$ cat src/rtl/pc_fetch_unit.sv
// pc_fetch_unit: RV32I instruction-fetch front end.
// Holds the fetch PC and uses the external PC+4 adder for sequential flow.
// Keeps at most one instruction-memory request in flight and buffers
// returned words with their PCs in a 2-entry FIFO toward decode.
// Redirects from execute flush the FIFO. A response that belongs to
// pre-redirect flow is discarded through the DROP state.
module pc_fetch_unit #(
    parameter logic [31:0] RESET_PC = 32'h0000_0000
) (
    input  logic        clk_i,
    input  logic        rst_i,
    output logic [31:0] pc_o,
    input  logic [31:0] pc_plus4_i,
    input  logic        redirect_en_i,
    input  logic [31:0] redirect_pc_i,
    output logic        misalign_o,
    output logic        imem_req_o,
    output logic [31:0] imem_addr_o,
    input  logic        imem_gnt_i,
    input  logic        imem_rvalid_i,
    input  logic [31:0] imem_rdata_i,
    output logic        instr_valid_o,
    output logic [31:0] instr_o,
    output logic [31:0] instr_pc_o,
    input  logic        instr_ready_i
);

    typedef enum logic [1:0] {
        ST_REQ  = 2'd0,
        ST_WAIT = 2'd1,
        ST_DROP = 2'd2
    } state_e;

    state_e      state_q, state_d;
    logic [31:0] pc_q, pc_d;
    logic [31:0] req_pc_q, req_pc_d;
    logic        misalign_q, misalign_d;

    logic [31:0] fifo_instr_q [2];
    logic [31:0] fifo_pc_q    [2];
    logic        wr_ptr_q;
    logic        rd_ptr_q;
    logic [1:0]  count_q;

    logic        imem_req_s;
    logic        instr_valid_s;
    logic        push_s;
    logic        pop_s;
    logic        flush_s;

    // A request is offered only from REQ and only when the FIFO has a free slot;
    // it is held low while reset is asserted so no grant is taken during reset.
    assign imem_req_s    = (state_q == ST_REQ) && (count_q < 2'd2) && !rst_i;
    assign instr_valid_s = (count_q != 2'd0);
    // A redirect flushes the FIFO, so a pop in the same cycle is meaningless.
    assign pop_s         = instr_valid_s && instr_ready_i && !redirect_en_i;

    assign pc_o          = pc_q;
    assign imem_addr_o   = pc_q;
    assign imem_req_o    = imem_req_s;
    assign misalign_o    = misalign_q;
    assign instr_valid_o = instr_valid_s;
    assign instr_o       = fifo_instr_q[rd_ptr_q];
    assign instr_pc_o    = fifo_pc_q[rd_ptr_q];

    // Next-state, next-PC, push and flush decisions; redirect has priority.
    always_comb begin
        state_d    = state_q;
        pc_d       = pc_q;
        req_pc_d   = req_pc_q;
        misalign_d = 1'b0;
        push_s     = 1'b0;
        flush_s    = 1'b0;
        if (redirect_en_i) begin
            flush_s    = 1'b1;
            pc_d       = {redirect_pc_i[31:2], 2'b00};
            misalign_d = |redirect_pc_i[1:0];
            case (state_q)
                // A request granted this cycle is still in flight: drop its data.
                ST_REQ:  state_d = (imem_req_s && imem_gnt_i) ? ST_DROP : ST_REQ;
                ST_WAIT: state_d = imem_rvalid_i ? ST_REQ : ST_DROP;
                ST_DROP: state_d = imem_rvalid_i ? ST_REQ : ST_DROP;
                default: state_d = ST_REQ;
            endcase
        end else begin
            case (state_q)
                ST_REQ: begin
                    if (imem_req_s && imem_gnt_i) begin
                        req_pc_d = pc_q;
                        pc_d     = pc_plus4_i;
                        state_d  = ST_WAIT;
                    end else begin
                        state_d  = ST_REQ;
                    end
                end
                ST_WAIT: begin
                    if (imem_rvalid_i) begin
                        push_s  = 1'b1;
                        state_d = ST_REQ;
                    end else begin
                        state_d = ST_WAIT;
                    end
                end
                ST_DROP: begin
                    if (imem_rvalid_i) begin
                        state_d = ST_REQ;
                    end else begin
                        state_d = ST_DROP;
                    end
                end
                default: state_d = ST_REQ;
            endcase
        end
    end

    // Fetch control registers: state, PC, outstanding-request PC, misalign pulse.
    always_ff @(posedge clk_i) begin
        if (rst_i) begin
            state_q    <= ST_REQ;
            pc_q       <= RESET_PC;
            req_pc_q   <= 32'h0000_0000;
            misalign_q <= 1'b0;
        end else begin
            state_q    <= state_d;
            pc_q       <= pc_d;
            req_pc_q   <= req_pc_d;
            misalign_q <= misalign_d;
        end
    end

    // Two-entry instruction FIFO with pointer wrap; flush clears occupancy.
    always_ff @(posedge clk_i) begin
        if (rst_i) begin
            fifo_instr_q[0] <= 32'h0000_0000;
            fifo_instr_q[1] <= 32'h0000_0000;
            fifo_pc_q[0]    <= 32'h0000_0000;
            fifo_pc_q[1]    <= 32'h0000_0000;
            wr_ptr_q        <= 1'b0;
            rd_ptr_q        <= 1'b0;
            count_q         <= 2'd0;
        end else if (flush_s) begin
            wr_ptr_q        <= 1'b0;
            rd_ptr_q        <= 1'b0;
            count_q         <= 2'd0;
        end else begin
            if (push_s) begin
                fifo_instr_q[wr_ptr_q] <= imem_rdata_i;
                fifo_pc_q[wr_ptr_q]    <= req_pc_q;
                wr_ptr_q               <= ~wr_ptr_q;
            end
            if (pop_s) begin
                rd_ptr_q <= ~rd_ptr_q;
            end
            case ({push_s, pop_s})
                2'b10:   count_q <= count_q + 2'd1;
                2'b01:   count_q <= count_q - 2'd1;
                default: count_q <= count_q;
            endcase
        end
    end

endmodule

$ cat config.mk
export PLATFORM = sky130hd
export DESIGN_NAME = pc_fetch_unit
export DESIGN_NICKNAME = d
export VERILOG_FILES = /design/src/rtl/pc_fetch_unit.sv
export SDC_FILE = /design/constraint.sdc
export NUM_CORES = 1
export LEC_CHECK = 0
export BUFFER_PORTS_ARGS = -buffer_cell sky130_fd_sc_hd__buf_2
export CORE_MARGIN = 5
export CORE_UTILIZATION = 53
export CTS_CLUSTER_DIAMETER = 150
export CTS_CLUSTER_SIZE = 30
export DETAILED_ROUTE_END_ITERATION = 7
export GPL_TIMING_DRIVEN = 0
export PLACE_DENSITY = 0.8
export SLEW_MARGIN = 20
export SYNTH_ARGS = -nofsm -noshare
export SYNTH_HDL_FRONTEND = slang
export SYNTH_SLANG_ARGS = --single-unit
$ cat constraint.sdc
create_clock -name clk_i -period 5.9 [get_ports clk_i]
set_clock_uncertainty 0.15 [all_clocks]
set_input_delay 1.18 -clock clk_i [delete_from_list [all_inputs] [get_ports clk_i]]
set_output_delay 1.18 -clock clk_i [all_outputs]
set_load 0.02 [all_outputs]
# After elaboration in Yosys (flattened, before gate mapping)
# Memories as Yosys holds them, arrays and structs flattened. A register that Yosys moved wholly into a read port is not among the register bits.
# Index checks and enable logic that the tools add are counted.
# word_totals
reg_bits,71
ram_bits,128
in_bits,102
output_inout_bits,131
mem_count,2
# classes
add_sub_neg,2
magnitude_cmp,1
eq_ne,4
muxes,31
n_bitwise,3
reduce_logical,22
# memory_table
memory,depth,width,read_ports,rd_clocked_by_memory_dff,write_ports,line_no,source
fifo_instr_q,2,32,1,1,2,39,logic [31:0] fifo_instr_q [2];
fifo_pc_q,2,32,1,1,2,40,logic [31:0] fifo_pc_q [2];
# ops
operator,count
$mux W32,5
$reduce_or A32 Y1,2
$mux W1,20
$reduce_or A2 Y1,5
$pmux W2 S2,2
$reduce_bool A2 Y1,4
$mux W2,3
$pmux W2 S3,1
$logic_and A1 B1 Y1,5
$eq A2 B1 Y1 const B,2
$eq A2 B2 Y1 const B,2
$reduce_and A2 Y1,2
$not A1 Y1,3
$reduce_and A3 Y1,1
$add A2 B1 Y2 const B,1
$logic_not A1 Y1,2
$logic_not A2 Y1,1
$lt A2 B2 Y1 const B,1
$sub A2 B1 Y2 const B,1

# Longest topological paths before layout
# Gate-level depths: netlist of run 1.
# logic_depth
word_depth,9
ltp_mapped,8
ltp_nobuf,7

# Least setup slack after synthesis of run 1
# OpenSTA, ideal clock, no wires.
# synth_timing
path_type,input-to-reg
startpoint,input redirect_en_i
endpoint,"memory fifo_instr_q[0][0], enable pin"
t_arrival_ns,4.683
required_ns,5.251
path_slack_ns,0.568
cell_stages,5
n_path_buf,2
cell_sequence,buf_4 > buf_4 > clkinv_1 > nand3_1 > o21bai_1
# synth_lines
item,line_no,source
from (decl),14,"input logic redirect_en_i,"
to (decl),39,

==> results of run 1 <==
## metrics by stage
stage | cells | TNS [ns] | setup WS (ns) | total power, mW
after detailed placement | 1201 | 0 | 2.49 | 1.93
after CTS | 1233 | 0 | 2.36 | 3.13
after global placement | 1197 | -76.26 | -1.20 | 1.92
final | 1233 | 0 | 2.43 | 3.11
after floorplan | 746 | 0 | 0.568 | 1.79
after global routing | 1233 | 0 | 2.30 | 3.23
## logic make-up (layout without fill, tap and decap cells)
kind of cell | after synthesis | after routing | share of synthesized area
adders and majority gates | 5 | 5 | 0.00704
and+or+nand+nor | 244 | 244 | 0.158
AOI/OAI and AO/OA | 103 | 103 | 0.0799
DFF | 200 | 200 | 0.595
buffers and inverters | 126 | 393 | 0.0748
xor gates and xnor gates | 4 | 4 | 0.00394
muxes | 64 | 64 | 0.0811
## power groups by stage
stage               clock (mW)  combinational (mW)  sequential (mW)
floorplan                    0               0.179             1.61
global placement             0               0.319             1.60
detailed placement           0               0.332             1.60
CTS                       1.22               0.333             1.57
global route              1.29               0.356             1.58
finish                    1.21               0.330             1.57
## worst max-delay path by stage
stage	slack, ns	startpoint	endpoint
finish	2.43	flop	instr_pc_o[15]
detailed placement	2.49	rst_i	fifo_instr_q[1][21]$_SDFFCE_PN0P_
CTS	2.36	flop	instr_pc_o[15]
global placement	-1.20	redirect_en_i	fifo_instr_q[0][20]$_SDFFCE_PN0P_
floorplan	0.57	redirect_en_i	fifo_instr_q[0][0]$_SDFFCE_PN0P_
global route	2.30	flop	instr_pc_o[13]
## synth_stat cells, drive strengths merged, types with 2 or more instances
| library cell | instances |
|---|---|
| nor3 | 64 |
| and2 | 128 |
| clkbuf | 34 |
| edfxtp | 128 |
| a21oi | 37 |
| nor2 | 6 |
| buf | 57 |
| nand3 | 33 |
| or2 | 3 |
| inv | 34 |
| ha | 5 |
| o21ai | 34 |
| nand2 | 5 |
| xor2 | 2 |
| xnor2 | 2 |
| dfxtp | 72 |
| mux2 | 64 |
| a2111oi | 30 |
## tightest hold or removal path: stages (launching register included)
cell	delay, ns
dfxtp_1	0.31
o21ai_0	0.06
a21oi_1	0.06
## sequential cells by signal, summed over array words and instances (netlist names), named ones only
name and flops:
imem_addr_o 32, rd_ptr_q 1, wr_ptr_q 1, fifo_instr_q 64
fifo_pc_q 64, state_q 2, misalign_o 1, req_pc_q 32
count_q 2
## area by class of cell
type                            count  area (µm²)  share of cell area
Buffer                             91         533              0.0482
Inverter                           35         131              0.0119
Sequential cell                   200        5290               0.478
Clock inverter                     11         141              0.0128
Timing Repair Buffer              235        1260               0.114
Clock buffer                       21         482              0.0436
Tap cell                          220         275              0.0249
Multi-Input combinational cell    420        2950               0.267
## layer usage
metal | wire length, µm | vias to the layer above | GRT usage
li1 | - | 3125 | -
met1 | 8490 | 3019 | 0.271
met2 | 10900 | 231 | 0.387
met3 | 1410 | 26 | 0.0456
met4 | 409 | 0 | 0.0726
met5 | 0 | - | 0
==> reports/metrics.yaml, run 1 <==
status:
  status: "finished, final reports clean"
logic_synthesis:
  synth_edf_count: 128
  avgSynthCellArea_um2: 11.9
  synth_area_um2: 8880
  synthArstFlopShare: 0
  yosysTopAreaCell: "edfxtp_1"
  ys_seq_elements: 200
  synth_top_cell_area_share: 0.433
  ys.flop_type: "edfxtp_1"
  ys_warn_count: 0
  synth-seq-area-share: 0.595
  synthTopCellsByArea: "edfxtp_1 43%, dfxtp_1 16%, and2_1 9.0%"
  synth_cell_types: 35
  syn_inst: 746
  synth_nets: 853
timing:
  slew_headroom: 0.524
  rsz0062_at_grt: "false"
  period_minus_slack_ns: 3.47
  finalHoldViolations: 0
  fmaxAchievable_ghz: 0.288
  tightest_slew_ns: 0.713
  timing.final.crit_share: 0.588
  slew_violations: 0
  setup_viol_count_final: 0
  hold_ws_ns: 0.330
setup_path:
  arrival_ns: 2.14
  cpMostUsedCell: "buf_2"
  cp.depth: 4
  r2r_end: "fifo_instr_q[1][13]$_SDFFCE_PN0P_"
  cp-end-kind: "primary output"
  crit_path_start_kind: "flop"
  crit_buf_inv: 3
  critical_path_class: "reg -> out"
  reg2reg_depth: 7
  worstPathCellList: "clkbuf_1 > buf_2 > mux2_2 > buf_2"
  cpPeakStageDelay_ns: 0.47
  r2r-start: "state_q[1]$_SDFF_PP0_"
  crit_family: "buffers and inverters"
  r2r_slack_ns: 3.39
  cp.required_ns: 4.57
  slowest_stage: "clkbuf_1"
  path_max_fanout: 10
layout:
  drive_gt1_frac: 0.407
  fin_area_um2: 11100
  fillers: 1329
  final_common_cell: "buf_2"
  final_nets: 1107
  area_growth_pct: 24.4
  final_cell_mix: "247 x buf_2, 128 x and2_1, 128 x edfxtp_1, 72 x dfxtp_1, 64 x mux2_2"
  diodes: 0
  final_core_util: 0.669
grt:
  antenna_found_initial: 0
  grt_overflow: 0
  grt_pass1_wl_mm: 34.0
  grt_pass1_vias: 6500
  grt_max_degree: 37
  track_usage: 0.220
power_and_ir_drop:
  netSwitchingFraction: 0.234
  ir_drop_uv: 200
  p_switching_uw: 727
  power_density_nw_per_um2: 282
  pwr-share-clk: 0.389
  p_leak_nw: 4.71
  power_frac_comb: 0.106
  seqPwrFrac: 0.505
  p_int_mw: 2.39
worst_hold_path:
  min_to: "req_pc_q[11]$_SDFFE_PP0P_"
  hp-start: "req_pc_q[11]$_SDFFE_PP0P_"
  min_path_type: "reg -> reg"
  whs_path_depth: 2
detailed_routing:
  drtIter0Drc: 278
  drtPass1Iterations: 4
  ant_nets: 0
  wl_per_cell_um: 17.2
  num_vias: 6401
  vias_per_cell: 5.19
  drc_errors: 0
  drt-total-wl_mm: 21.2
die:
  ios: 233
  core_area_um2: 16500
  fp.dieW_um: 139
  fp.dieH_um: 139
  num_rows: 47
  start_util: 0.538
  die_area_um2: 19500
flow_run:
  max_cap_violations: 0
clock_tree:
  cts_resized: 0
  cts_num_sinks: 200
  htree_num_levels: 4
  cts_buffers: 17
  cts_hold_buf: 0
  clkLatencyLatePin_ns: 0.43
  path_clk_slew_ns: 0.06
  cts_buffer_depth: 2
  cts_tree: "yes"
  post_cts_buffers: 0
  cts-root-buf: "clkbuf_16"
placed_design:
  portBuffers: 231
  gp_congestion: 0.821
  placed_cell_area_um2: 10400
  hpwl_mm: 15.7
Power figures use the tool's default switching activity.
==> run 2, diff against run 1 <==
--- a/config.mk
+++ b/config.mk
@@ -7,12 +7,12 @@
 export LEC_CHECK = 0
 export BUFFER_PORTS_ARGS = -buffer_cell sky130_fd_sc_hd__buf_2
 export CORE_MARGIN = 5
-export CORE_UTILIZATION = 53
+export CORE_UTILIZATION = 48
 export CTS_CLUSTER_DIAMETER = 150
 export CTS_CLUSTER_SIZE = 30
 export DETAILED_ROUTE_END_ITERATION = 7
 export GPL_TIMING_DRIVEN = 0
-export PLACE_DENSITY = 0.8
+export PLACE_DENSITY = 0.77
 export SLEW_MARGIN = 20
 export SYNTH_ARGS = -nofsm -noshare
 export SYNTH_HDL_FRONTEND = slang
==> constraint.sdc (replaced) <==
create_clock -name clk_i -period 3.1 [get_ports clk_i]
set_clock_uncertainty 0.15 [all_clocks]
set_input_delay 0.62 -clock clk_i [delete_from_list [all_inputs] [get_ports clk_i]]
set_output_delay 0.62 -clock clk_i [all_outputs]
set_load 0.02 [all_outputs]
==> reports/metrics.yaml, run 2 (same netlist as run 1, synthesis figures left out) <==
layout:
  final_common_cell: "buf_2"  # unchanged
  seqCellArea_um2: 5290  # unchanged
  area_growth_pct: 24.0  # was 24.4%
  fin_area_um2: 11000  # was 11100 µm²
  multi_input_area_um2: 2950  # unchanged
  drive_gt1_frac: 0.407  # unchanged
  fillers: 1505  # was 1329
  final_cell_mix: "247 x buf_2, 128 x and2_1, 128 x edfxtp_1, 72 x dfxtp_1, 64 x mux2_2"  # unchanged
  final_cells: 1242  # was 1233
  final_nets: 1107  # unchanged
  diodes: 0  # unchanged
  top_regs: "fifo_instr_q (64), fifo_pc_q (64)"  # unchanged
flow_run:
  max_cap_violations: 0  # unchanged
power_and_ir_drop:
  power_density_nw_per_um2: 524  # was 282 nW/µm²
  p_leak_nw: 4.67  # was 4.71 nW
  ir_drop_uv: 369  # was 200 µV
  seqPwrFrac: 0.518  # was 0.505
  pwr-share-clk: 0.373  # was 0.389
  p_int_mw: 4.34  # was 2.39 mW
  netSwitchingFraction: 0.248  # was 0.234
  p_switching_mw: 1.43  # was 727 µW
  power_frac_comb: 0.109  # was 0.106
setup_path:
  worstPathCellList: "clkbuf_1 > buf_2 > mux2_2 > buf_2"  # unchanged
  crit_path_start_kind: "flop"  # unchanged
  cpMostUsedCell: "buf_2"  # unchanged
  r2r-start: "state_q[1]$_SDFF_PP0_"  # unchanged
  arrival_ns: 2.13  # was 2.14 ns
  crit_family: "buffers and inverters"  # unchanged
  cp-end-kind: "primary output"  # unchanged
  path_max_fanout: 10  # unchanged
  crit_buf_inv: 3  # unchanged
  cp.required_ns: 2.33  # was 4.57 ns
  reg2reg_depth: 7  # unchanged
  critical_path_class: "reg -> out"  # unchanged
  r2r_slack_ns: 0.60  # was 3.39 ns
  slowest_stage: "clkbuf_1"  # unchanged
  r2r_end: "fifo_instr_q[1][6]$_SDFFCE_PN0P_"  # was fifo_instr_q[1][13]$_SDFFCE_PN0P_
  cpPeakStageDelay_ns: 0.46  # was 0.47 ns
worst_hold_path:
  min_path_type: "in -> reg"  # was reg -> reg
  whs_path_depth: 3  # was 2
  hp-start: "pc_plus4_i[0]"  # was req_pc_q[11]$_SDFFE_PP0P_
  min_to: "imem_addr_o[0]$_SDFFE_PP0P_"  # was req_pc_q[11]$_SDFFE_PP0P_
detailed_routing:
  wl_per_cell_um: 17.9  # was 17.2 µm
  drt-total-wl_mm: 22.2  # was 21.2 mm
  num_vias: 6439  # was 6401
  drtPass1Iterations: 5  # was 4
  ant_nets: 0  # unchanged
  drtIter0Drc: 318  # was 278
  vias_per_cell: 5.18  # was 5.19
  drc_errors: 0  # unchanged
clock_tree:
  post_cts_buffers: 0  # unchanged
  clkLatencyLatePin_ns: 0.43  # about the same
  cts_buffers: 17  # unchanged
  cts_tree: "yes"  # unchanged
  cts_resized: 0  # unchanged
  cts_buffer_depth: 2  # unchanged
  cts_hold_buf: 0  # unchanged
  htree_num_levels: 4  # unchanged
  path_clk_slew_ns: 0.07  # was 0.06 ns
  cts-root-buf: "clkbuf_16"  # unchanged
  cts_num_sinks: 200  # unchanged
die:
  fp.dieH_um: 146  # was 139 µm
  start_util: 0.491  # was 0.538
  die_area_um2: 21300  # was 19500 µm²
  ios: 233  # unchanged
  num_rows: 49  # was 47
  core_area_um2: 18100  # was 16500 µm²
  fp.dieW_um: 146  # was 139 µm
grt:
  grt_overflow: 0  # unchanged
  grt_max_degree: 35  # was 37
  grt_pass1_wl_mm: 35.5  # was 34.0 mm
  track_usage: 0.209  # was 0.220
  use_met1: 0.262  # was 0.271
  grt.met2_usage: 0.356  # was 0.387
  antenna_found_initial: 0  # unchanged
  grt_pass1_vias: 6747  # was 6500
  use_met3: 0.0530  # was 0.0456
  top_usage_layer: "met2"  # unchanged
timing:
  slew_violations: 0  # unchanged
  rsz0062_at_grt: "false"  # unchanged
  timing.final.crit_share: 0.934
  setup_viol_count_final: 0  # unchanged
  period_minus_slack_ns: 2.90
  tightest_slew_ns: 0.663  # was 0.713 ns
  slew_headroom: 0.558  # was 0.524
  fmaxAchievable_ghz: 0.345
  finalHoldViolations: 0  # unchanged
placed_design:
  hpwl_mm: 16.5  # was 15.7 mm
  placed_cell_area_um2: 10400  # about the same
  dp_cells: 1210  # was 1201
  portBuffers: 231  # unchanged
  gp_congestion: 0.832  # was 0.821
status:
  status: "finished, final reports clean"  # unchanged
-- run 2: worst register-to-register path, stage by stage (launching register included) --
cell and delay, ns:
dfxtp_1 0.34, inv_1 0.08, ha_1 0.18, nand2_1 0.15, nor3_2 0.27, buf_4 0.25
or2_4 0.47, buf_12 0.29
-- run 2: layout make-up --
type                    count  share of cell area
clock buffers              20              0.0416
repair buffers            235               0.114
flip-flops and latches    200               0.480
inverters                  35              0.0119
well taps                 229              0.0260
multi-input cells         420               0.268
plain buffers              91              0.0484
clock inverters            12              0.0102
-- run 2: per-stage QoR --
stage               total power, mW  worst slack, ns  TNS [ns]  hold slack [ns]  utilization
floorplan                      3.41            0.327         0            0.308            -
global placement               3.66           -0.403    -49.76            0.315        0.572
detailed placement             3.68            0.190         0            0.324        0.577
CTS                            5.81            0.120         0            0.271        0.609
global route                   5.98           0.0138         0            0.268        0.609
finish                         5.77            0.203         0            0.285        0.609
-- run 2: power by group through the flow --
stage / clock [mW] / sequential, mW / combinational, mW
after floorplan: 0 / 3.07 / 0.341
after global placement: 0 / 3.05 / 0.611
after detailed placement: 0 / 3.05 / 0.634
after CTS: 2.18 / 2.99 / 0.637
after global routing: 2.30 / 3.00 / 0.680
final: 2.15 / 2.99 / 0.631
-- run 2: worst max path at each step --
stage | from | end | depth (start not counted)
final | flop | instr_pc_o[15] | 4
after global routing | flop | instr_pc_o[15] | 4
after CTS | flop | instr_pc_o[15] | 4
after detailed placement | rst_i | fifo_instr_q[1][15]$_SDFFCE_PN0P_ | 7
after global placement | rst_i | fifo_instr_q[1][15]$_SDFFCE_PN0P_ | 6
after floorplan | redirect_en_i | fifo_instr_q[1][0]$_SDFFCE_PN0P_ | 6
-- run 2: per-layer routing --
metal,wire (µm),share of wire
met1,9310,0.42
met2,11000,0.50
met3,1350,0.061
met4,533,0.024
met5,0,0
==> run 3, diff against run 2 <==
--- a/config.mk
+++ b/config.mk
@@ -5,6 +5,7 @@
 export SDC_FILE = /design/constraint.sdc
 export NUM_CORES = 1
 export LEC_CHECK = 0
+export ABC_AREA = 1
 export BUFFER_PORTS_ARGS = -buffer_cell sky130_fd_sc_hd__buf_2
 export CORE_MARGIN = 5
 export CORE_UTILIZATION = 48
@@ -12,7 +13,7 @@
 export CTS_CLUSTER_SIZE = 30
 export DETAILED_ROUTE_END_ITERATION = 7
 export GPL_TIMING_DRIVEN = 0
-export PLACE_DENSITY = 0.77
+export PLACE_DENSITY = 0.76
 export SLEW_MARGIN = 20
 export SYNTH_ARGS = -nofsm -noshare
 export SYNTH_HDL_FRONTEND = slang
==> reports/metrics.yaml, run 3 <==
status:
  status: "finished, final reports clean"  # unchanged
die:
  start_util: 0.487  # was 0.491
  die_area_um2: 21800  # was 21300 µm²
  fp.dieW_um: 148  # was 146 µm
  ios: 233  # unchanged
  fp.dieH_um: 148  # was 146 µm
  core_area_um2: 18700  # was 18100 µm²
  num_rows: 50  # was 49
layout:
  area_growth_pct: 22.9  # was 24.0%
  final_cell_mix: "254 x buf_2, 167 x nor2_1, 128 x edfxtp_1, 102 x inv_1, 73 x nand2_1"  # was 247 x buf_2, 128 x and2_1, 128 x edfxtp_1, 72 x dfxtp_1, 64 x mux2_2
  final_cells: 1364  # was 1242
  final_nets: 1224  # was 1107
  top_regs: "fifo_instr_q (64), fifo_pc_q (64)"  # unchanged
  drive_gt1_frac: 0.394  # was 0.407
  fillers: 1544  # was 1505
  diodes: 0  # unchanged
  final_common_cell: "buf_2"  # unchanged
setup_path:
  cpMostUsedCell: "buf_2"  # unchanged
  path_max_fanout: 10  # unchanged
  crit_path_start_kind: "flop"  # unchanged
  slowest_stage: "mux2_2"  # was clkbuf_1
  worstPathCellList: "buf_2 > buf_2 > mux2_2 > buf_2"  # was clkbuf_1 > buf_2 > mux2_2 > buf_2
  cpPeakStageDelay_ns: 0.39  # was 0.46 ns
  critical_path_class: "reg -> out"  # unchanged
  cp-end-kind: "primary output"  # unchanged
  arrival_ns: 1.86  # was 2.13 ns
  cp.required_ns: 2.33  # about the same
clock_tree:
  cts_resized: 0  # unchanged
  cts_num_sinks: 200  # unchanged
  cts_buffers: 17  # unchanged
  cts_tree: "yes"  # unchanged
  path_clk_slew_ns: 0.07  # about the same
  htree_num_levels: 4  # unchanged
  clkLatencyLatePin_ns: 0.42  # was 0.43 ns
  post_cts_buffers: 0  # unchanged
  cts-root-buf: "clkbuf_16"  # unchanged
  cts_hold_buf: 0  # unchanged
  cts_buffer_depth: 2  # unchanged
grt:
  grt.met2_usage: 0.334  # was 0.356
  grt_max_degree: 39  # was 35
  top_usage_layer: "met2"  # unchanged
  use_met3: 0.0405  # was 0.0530
  use_met1: 0.243  # was 0.262
  grt_overflow: 0  # unchanged
  grt_pass1_vias: 6654  # was 6747
  antenna_found_initial: 0  # unchanged
  grt_pass1_wl_mm: 33.5  # was 35.5 mm
  track_usage: 0.193  # was 0.209
logic_synthesis:
  synth_cell_types: 24  # was 35
  ys_warn_count: 0  # unchanged
  avgSynthCellArea_um2: 10.5  # was 11.9 µm²
  synth_edf_count: 128  # unchanged
  synth_nets: 973  # was 853
  ys_seq_elements: 200  # unchanged
  synth_area_um2: 9110  # was 8880 µm²
  synthTopCellsByCount: "167 x nor2_1, 128 x edfxtp_1, 102 x inv_1"  # was 128 x and2_1, 128 x edfxtp_1, 72 x dfxtp_1
  synthArstFlopShare: 0  # unchanged
  yosysTopAreaCell: "edfxtp_1"  # unchanged
  synth.most_common_cell: "nor2_1"
  synthTopCellsByArea: "edfxtp_1 42%, dfxtp_1 16%, mux2_2 7.9%"  # was edfxtp_1 43%, dfxtp_1 16%, and2_1 9.0%
  syn_inst: 866  # was 746
  synth_top_cell_area_share: 0.422  # was 0.433
  synth-seq-area-share: 0.580  # was 0.595
  ys.flop_type: "edfxtp_1"  # unchanged
detailed_routing:
  vias_per_cell: 4.78  # was 5.18
  drtPass1Iterations: 5  # unchanged
  drc_errors: 0  # unchanged
  wl_per_cell_um: 15.2  # was 17.9 µm
  ant_nets: 0  # unchanged
  drtIter0Drc: 322  # was 318
  drt-total-wl_mm: 20.8  # was 22.2 mm
  num_vias: 6523  # was 6439
timing:
  hold_ws_ns: 0.302  # was 0.285 ns
  slew_violations: 0  # unchanged
  timing.final.crit_share: 0.850  # was 0.934
  fmaxAchievable_ghz: 0.380  # was 0.345 GHz
  slew_headroom: 0.545  # was 0.558
  finalHoldViolations: 0  # unchanged
  setup_viol_count_final: 0  # unchanged
  fin_setup_tns_ns: 0  # unchanged
  tightest_slew_ns: 0.683  # was 0.663 ns
  rsz0062_at_grt: "false"  # unchanged
  period_minus_slack_ns: 2.63  # was 2.90 ns
placed_design:
  hpwl_mm: 15.4  # was 16.5 mm
  portBuffers: 230  # was 231
  gp_congestion: 0.866  # was 0.832
  dp_cells: 1332  # was 1210
flow_run:
  max_cap_violations: 0  # unchanged
power_and_ir_drop:
  p_leak_nw: 5.04  # was 4.67 nW
  ir_drop_uv: 348  # was 369 µV
  power_density_nw_per_um2: 515  # was 524 nW/µm²
worst_hold_path:
  min_path_type: "in -> reg"  # unchanged
[run 3: cell types whose count changed after synthesis, moves of 10 or more]
cell / previous run / this run
nand2_1: 5 / 75
inv_1: 34 / 102
nor3_1: 62 / 2
nor2_1: 6 / 167
and2_1: 128 / 0
nor2_4: 0 / 49
a2111oi_1: 11 / 0
clkbuf_2: 11 / 0
a2111oi_2: 10 / 0
[run 3: worst paths after layout]
path / endpoint / start / slack (ns) / cells after the start
setup / recovery: instr_pc_o[17] / flop / 0.47 / 4
hold / removal: misalign_o$_SDFF_PP0_ / redirect_pc_i[0] / 0.30 / 3
setup reg to reg: fifo_instr_q[1][13]$_SDFFCE_PN0P_ / state_q[1]$_SDFF_PP0_ / 0.52 / 8
hold reg to reg: rd_ptr_q$_SDFFE_PP0P_ / rd_ptr_q$_SDFFE_PP0P_ / 0.35 / 2
[run 3: final cells by class]
| class | count | area [µm²] | area share |
|---|---|---|---|
| Inverter | 103 | 387 | 0.0345 |
| Multi-Input combinational cell | 482 | 2900 | 0.259 |
| Clock buffer | 20 | 479 | 0.0428 |
| Tap cell | 234 | 293 | 0.0261 |
| Timing Repair Buffer | 232 | 1190 | 0.106 |
| Clock inverter | 12 | 113 | 0.0100 |
| Sequential cell | 200 | 5290 | 0.472 |
| Buffer | 81 | 558 | 0.0498 |
[run 3: cells by family after synthesis]
group / synth area share
buf+inv: 0.104
compound gates: 0.0428
mux: 0.0791
simple gates: 0.188
fa+ha+maj: 0.00686
flops: 0.580
[run 3: critical path: cells and delay by family, from the launching register on]
kind / cells / cell delay (ns)
multiplexers: 1 / 0.39
flip-flops: 1 / 0.31
buffers and inverters: 3 / 0.74
[run 3: per-layer routing]
layer  routed length [µm]  part of all wire
met4                  381             0.018
met3                 1070             0.051
met2                10300              0.50
met1                 9000              0.43
met5                    0                 0
[run 3: report_power, final]
group          internal, mW  total, mW  switching (mW)
clock                  1.21       2.19           0.972
sequential             2.93       2.98          0.0524
combinational         0.223      0.599           0.377
[run 3: through the flow]
| step | setup slack (ns) | utilization | instance area [µm²] | total power, mW |
|---|---|---|---|---|
| final | 0.465 | 0.599 | 11200 | 5.77 |
| after global routing | 0.332 | 0.599 | 11200 | 5.99 |
| after CTS | 0.384 | 0.599 | 11200 | 5.82 |
| after detailed placement | 0.294 | 0.567 | 10600 | 3.65 |
| after global placement | -0.347 | 0.565 | 10600 | 3.63 |
| after floorplan | 0.346 | - | 9120 | 3.41 |
